## src/rtl/cache_bus_arbiter_pkg.sv

```systemverilog
// Shared encodings for cache_bus_arbiter: FSM states, owner codes and default bus size.
package cache_bus_arbiter_pkg;

    typedef enum logic [1:0] {
        ST_IDLE = 2'b00,
        ST_ADDR = 2'b01,
        ST_DATA = 2'b11,
        ST_DONE = 2'b10
    } arb_state_t;

    localparam logic       OWN_INST      = 1'b0;
    localparam logic       OWN_DATA      = 1'b1;
    localparam logic [1:0] WORD_SIZE_DEF = 2'd2;

endpackage

```

## src/rtl/cache_bus_arbiter_grant.sv

```systemverilog
// cache_arb_grant: picks which cache owns the next bus transfer.
// CACHE_ARB_RR_EN selects round-robin on contention; otherwise data beats inst.
module cache_arb_grant
    import cache_bus_arbiter_pkg::*;
(
    input  logic i_inst_req,
    input  logic i_data_req,
`ifdef CACHE_ARB_RR_EN
    input  logic i_last_owner,
`endif
    output logic o_valid,
    output logic o_owner
);

    always_comb begin
        o_valid = i_inst_req | i_data_req;
`ifdef CACHE_ARB_RR_EN
        if (i_inst_req && i_data_req) begin
            o_owner = (i_last_owner == OWN_INST) ? OWN_DATA : OWN_INST;
        end else begin
            o_owner = i_data_req ? OWN_DATA : OWN_INST;
        end
`else
        o_owner = i_data_req ? OWN_DATA : OWN_INST;
`endif
    end

endmodule

```

## src/rtl/cache_bus_arbiter.sv

```systemverilog
// cache_bus_arbiter: serves single-word I$/D$ requests one at a time over the SRAM-like bus.
// Optional CACHE_ARB_RR_EN: round-robin grant with a last_owner register.
//
// state | meaning
// IDLE  | sample both requests, latch the winner's addr/wr/wdata
// ADDR  | bus_req high until bus_addr_ok
// DATA  | wait for bus_data_ok, capture read data
// DONE  | one-cycle dok to the owner, then back to IDLE
module cache_bus_arbiter
    import cache_bus_arbiter_pkg::*;
#(
    parameter logic [1:0] WORD_SIZE = WORD_SIZE_DEF
) (
    input  logic        clk,
    input  logic        resetn,
    input  logic        inst_cache_req,
    input  logic [31:0] inst_cache_addr,
    output logic [31:0] inst_cache_rdata,
    output logic        inst_cache_dok,
    input  logic        data_cache_req,
    input  logic        data_cache_wr,
    input  logic [31:0] data_cache_addr,
    input  logic [31:0] data_cache_wdata,
    output logic [31:0] data_cache_rdata,
    output logic        data_cache_dok,
    output logic        bus_req,
    output logic        bus_wr,
    output logic [1:0]  bus_size,
    output logic [31:0] bus_addr,
    output logic [31:0] bus_wdata,
    input  logic        bus_addr_ok,
    input  logic        bus_data_ok,
    input  logic [31:0] bus_rdata
);

    arb_state_t  r_state;
    arb_state_t  w_state_nxt;
    logic        r_owner;
    logic        r_wr;
    logic [31:0] r_addr;
    logic [31:0] r_wdata;
    logic [31:0] r_inst_rdata;
    logic [31:0] r_data_rdata;
    logic        w_grant_valid;
    logic        w_grant_owner;
    logic        w_grant;
    logic        w_capture;

`ifdef CACHE_ARB_RR_EN
    logic r_last_owner;

    always_ff @(posedge clk or negedge resetn) begin
        if (!resetn) begin
            r_last_owner <= OWN_INST;
        end else if (w_grant) begin
            r_last_owner <= w_grant_owner;
        end
    end
`endif

    cache_arb_grant u_grant (
        .i_inst_req   (inst_cache_req),
        .i_data_req   (data_cache_req),
`ifdef CACHE_ARB_RR_EN
        .i_last_owner (r_last_owner),
`endif
        .o_valid      (w_grant_valid),
        .o_owner      (w_grant_owner)
    );

    assign w_grant = (r_state == ST_IDLE) && w_grant_valid;

    always_ff @(posedge clk or negedge resetn) begin
        if (!resetn) begin
            r_state <= ST_IDLE;
        end else begin
            r_state <= w_state_nxt;
        end
    end

    always_comb begin
        w_state_nxt = r_state;
        w_capture   = 1'b0;
        case (r_state)
            ST_IDLE: begin
                if (w_grant_valid) w_state_nxt = ST_ADDR;
            end
            ST_ADDR: begin
                // a slave may finish the whole transfer in the address cycle
                if (bus_addr_ok && bus_data_ok) begin
                    w_state_nxt = ST_DONE;
                    w_capture   = 1'b1;
                end else if (bus_addr_ok) begin
                    w_state_nxt = ST_DATA;
                end
            end
            ST_DATA: begin
                if (bus_data_ok) begin
                    w_state_nxt = ST_DONE;
                    w_capture   = 1'b1;
                end
            end
            ST_DONE: w_state_nxt = ST_IDLE;
            default: w_state_nxt = ST_IDLE;
        endcase
    end

    always_ff @(posedge clk or negedge resetn) begin
        if (!resetn) begin
            r_owner      <= OWN_INST;
            r_wr         <= 1'b0;
            r_addr       <= '0;
            r_wdata      <= '0;
            r_inst_rdata <= '0;
            r_data_rdata <= '0;
        end else begin
            if (w_grant) begin
                r_owner <= w_grant_owner;
                if (w_grant_owner == OWN_DATA) begin
                    r_wr    <= data_cache_wr;
                    r_addr  <= data_cache_addr;
                    r_wdata <= data_cache_wdata;
                end else begin
                    r_wr    <= 1'b0;
                    r_addr  <= inst_cache_addr;
                    r_wdata <= '0;
                end
            end
            if (w_capture) begin
                if (r_owner == OWN_INST) begin
                    r_inst_rdata <= bus_rdata;
                end else if (!r_wr) begin
                    r_data_rdata <= bus_rdata;
                end
            end
        end
    end

    assign bus_req          = (r_state == ST_ADDR);
    assign bus_wr           = r_wr;
    assign bus_size         = WORD_SIZE;
    assign bus_addr         = r_addr;
    assign bus_wdata        = r_wdata;
    assign inst_cache_dok   = (r_state == ST_DONE) && (r_owner == OWN_INST);
    assign data_cache_dok   = (r_state == ST_DONE) && (r_owner == OWN_DATA);
    assign inst_cache_rdata = r_inst_rdata;
    assign data_cache_rdata = r_data_rdata;

endmodule

```

## config.mk

```make
export PLATFORM = sky130hd
export DESIGN_NAME = cache_bus_arbiter
export DESIGN_NICKNAME = d
export VERILOG_FILES = /design/src/rtl/cache_bus_arbiter_pkg.sv /design/src/rtl/cache_bus_arbiter_grant.sv /design/src/rtl/cache_bus_arbiter.sv
export SDC_FILE = /design/constraint.sdc
export NUM_CORES = 1
export LEC_CHECK = 0
export ABC_CLOCK_PERIOD_IN_PS = 1900
export CAP_MARGIN = 40
export CELL_PAD_IN_SITES_DETAIL_PLACEMENT = 0
export CELL_PAD_IN_SITES_GLOBAL_PLACEMENT = 1
export CORE_MARGIN = 5
export CORE_UTILIZATION = 31
export CTS_BUF_LIST = sky130_fd_sc_hd__clkbuf_16
export CTS_CLUSTER_DIAMETER = 150
export DETAILED_ROUTE_END_ITERATION = 8
export GPL_TIMING_DRIVEN = 0
export PLACE_DENSITY_LB_ADDON = 0.1
export SLEW_MARGIN = 40
export SYNTH_ARGS = -nofsm -noshare
export SYNTH_HDL_FRONTEND = slang
export SYNTH_SLANG_ARGS = --single-unit
```

## constraint.sdc

```tcl
create_clock -name clk -period 1.9 [get_ports clk]
set_input_delay 0.285 -clock clk [delete_from_list [all_inputs] [get_ports clk]]
set_output_delay 0.285 -clock clk [all_outputs]
set_load 0.01 [all_outputs]
```

==> flow_summary.toml <==
[status]
status = "completed"

[sta]
skew_ns = 0.00603
relSlewSlack = 0.579
drv_slew = 0
setup_tns_ns = 0
final.setup.worst_slack_ns = 0.168
whs_ns = 0.372
grt_setup_unrepaired = "no"
final.period_utilization = 0.911
setup_viol = 0
fmax_mhz = 577
hold_viol = 0
layout_min_cycle_time_ns = 1.73
worst_pin_slew_ns = 0.632

[pwr]
switching_share = 0.298
peakVddDrop_uv = 739
internal_power_mw = 10.2
powerDensity_nw_per_um2 = 1630
p_sw_mw = 4.30
power_frac_clock = 0.225
sequentialPowerShare = 0.341
power_leakage_nw = 3.71
total_power_mw = 14.5
power_frac_comb = 0.435

[place]
globalplace.congestion = 0.744
dpl.hpwl_um = 11800
place_ws_ns = -0.161
port_buffers = 265
dpl.cell_count = 818
place_area_um2 = 8240

[cts]
post-cts-setup-buffers = 0
cts_buffer_depth = 2
clkLatencyLatePin_ns = 0.41
clk_pin_slew_ns = 0.06
tritoncts = "yes"
h-tree-depth = 4
clock_sinks = 132
cts_buffers = 17
clockRootBuffer = "clkbuf_16"

[critical_path]
end_kind = "output pin"
crit_path_start_kind = "register"
max_stage_delay_ns = 0.60
critical-path-top-delay-family = "buffers and inverters"
cp_slowest_cell = "clkdlybuf4s50_1"
worstPathRequired_ns = 1.62
cp.depth = 1
path_class = "register to output pin"
reg2regPathDepth = 5
cp.arrival_ns = 1.45
crit_buf_inv = 1
crit_fanout = 3
cp_cell_sequence = "clkdlybuf4s50_1"

[logic_synthesis]
syn-num-nets = 467
yosys_warnings = 0
ys_seq_area_frac = 0.625
avgSynthCellArea_um2 = 15.9
yosysUniqueCellTypes = 22
synthCells = 332
synth-seq-cells = 132
netlist_area_um2 = 5280

[floorplan]
io_pins = 269
num_rows = 47
die_height_um = 141
floorplan.initialDensity = 0.317
fp.dieArea_um2 = 19800
core_um2 = 16600
dieWidth_um = 141

[drt]
via_count = 3839
antenna_left = 0
drt-total-wl_um = 15300
met2_wirelength_um = 7570
routedWlPerCell_um = 18.0
via_per_inst = 4.51
drc = 0
firstDrtPassIters = 4
drtIter0Drc = 74
wl_met3_um = 1470
wl_met1_um = 6040
top_layer_used = "met4"

[hold_path]
hold_depth = 3
hp-class = "primary input to register"

[final_layout]
final_cells = 851
antennaDiodeCount = 0
drive_gt1_frac = 0.277
stdcell_area_um2 = 8840
regArea_um2 = 3300
multi_input_area_um2 = 1840
final_util = 0.531
final_net_count = 753
fill_cells = 1446
area_growth_pct = 67.4

[grt]
overflow = 0
antenna_found_initial = 0
grt_pass1_wl_um = 24500
grt_start_max_net_pins = 70
grt_pass1_vias = 4420
grt_use_total = 0.159

[flow_run]
max-cap-violations = 0
cells in the final DEF, fill, tap and decap left out, drive strengths merged:
master	count
clkbuf	22
bufinv	3
dlygate4sd3	1
a22o	33
mux2	128
nor3b	2
and2	1
inv	2
dlymetal6s2s	1
a21o	1
dfrtp	132
nand2	2
o21a	1
nor2b	1
dlygate4sd2	2
clkinv	8
buf	20
clkinvlp	2
o211ai	1
conb	2
and3b	1
nor2	2
o21ai	2
clkdlybuf4s50	261
synthesized netlist by cell type (all sizes together):
cell | n | area [um2]
buf | 18 | 121
nor2b | 1 | 6.26
nor3b | 2 | 26.3
and3b | 1 | 8.76
nand2 | 2 | 7.51
a22o | 33 | 289
a21o | 1 | 7.51
clkbuf | 5 | 18.8
o21ai | 2 | 10.0
o211ai | 1 | 12.5
and2 | 1 | 6.26
mux2 | 128 | 1440
conb | 2 | 7.51
o21a | 1 | 7.51
dfrtp | 132 | 3300
nor2 | 2 | 10.0
power groups by stage:
stage	Combinational [mW]	Sequential (mW)	Clock [mW]
floorplan	2.04	5.54	0
global placement	6.34	4.91	0
detailed placement	6.42	4.96	0
CTS	6.43	4.94	3.37
global route	6.74	5.13	3.48
finish	6.28	4.92	3.25
cell type report:
cell class,instances,area share
sequential,132,0.374
timing repair buffer,267,0.305
multi-input combinational,177,0.208
clock buffer,17,0.0481
tap,220,0.0311
clock inverter,15,0.0185
buffer,23,0.0158
registers in the layout (all words and copies together) (netlist names):
signal,cells
bus_wdata,32
inst_cache_rdata,32
r_owner,1
bus_addr,32
r_state,2
data_cache_rdata,32
bus_wr,1
logic make-up (layout without fill, tap and decap cells):
logic type / Yosys count / count (layout) / synth area share
buffers and inverters: 23 / 322 / 0.0265
muxes: 128 / 128 / 0.273
other: 2 / 2 / 0.00142
AOI/OAI and AO/OA: 38 / 38 / 0.0618
and+or+nand+nor: 9 / 9 / 0.0123
DFF: 132 / 132 / 0.625
repair_timing:
action / CTS / global route
hold endpoints to repair: 63 / 0
hold buffers: 1 / 0
gates resized for setup: 3 / 1
endpoints found under the setup margin: 3 / 1
final timing paths:
check	start	end	slack, ns
min in group asynchronous	resetn	inst_cache_rdata[6]	0.40
worst max-delay path	bus_wr	bus_wr	0.17
worst min-delay path	data_cache_req	bus_addr[9]	0.37
max in group asynchronous	resetn	data_cache_rdata[15]	0.78
worst max register to register	r_state[0]	bus_wdata[30]	0.18
worst min register to register	data_cache_rdata[30]	data_cache_rdata[30]	0.49
routing by layer:
layer  global-route usage  vias up
li1                     -     1786
met1                0.186     1874
met2                0.263      164
met3               0.0692       15
met4               0.0505        0
met5                    0        -
No activity file was read; power rests on OpenSTA's default activity.
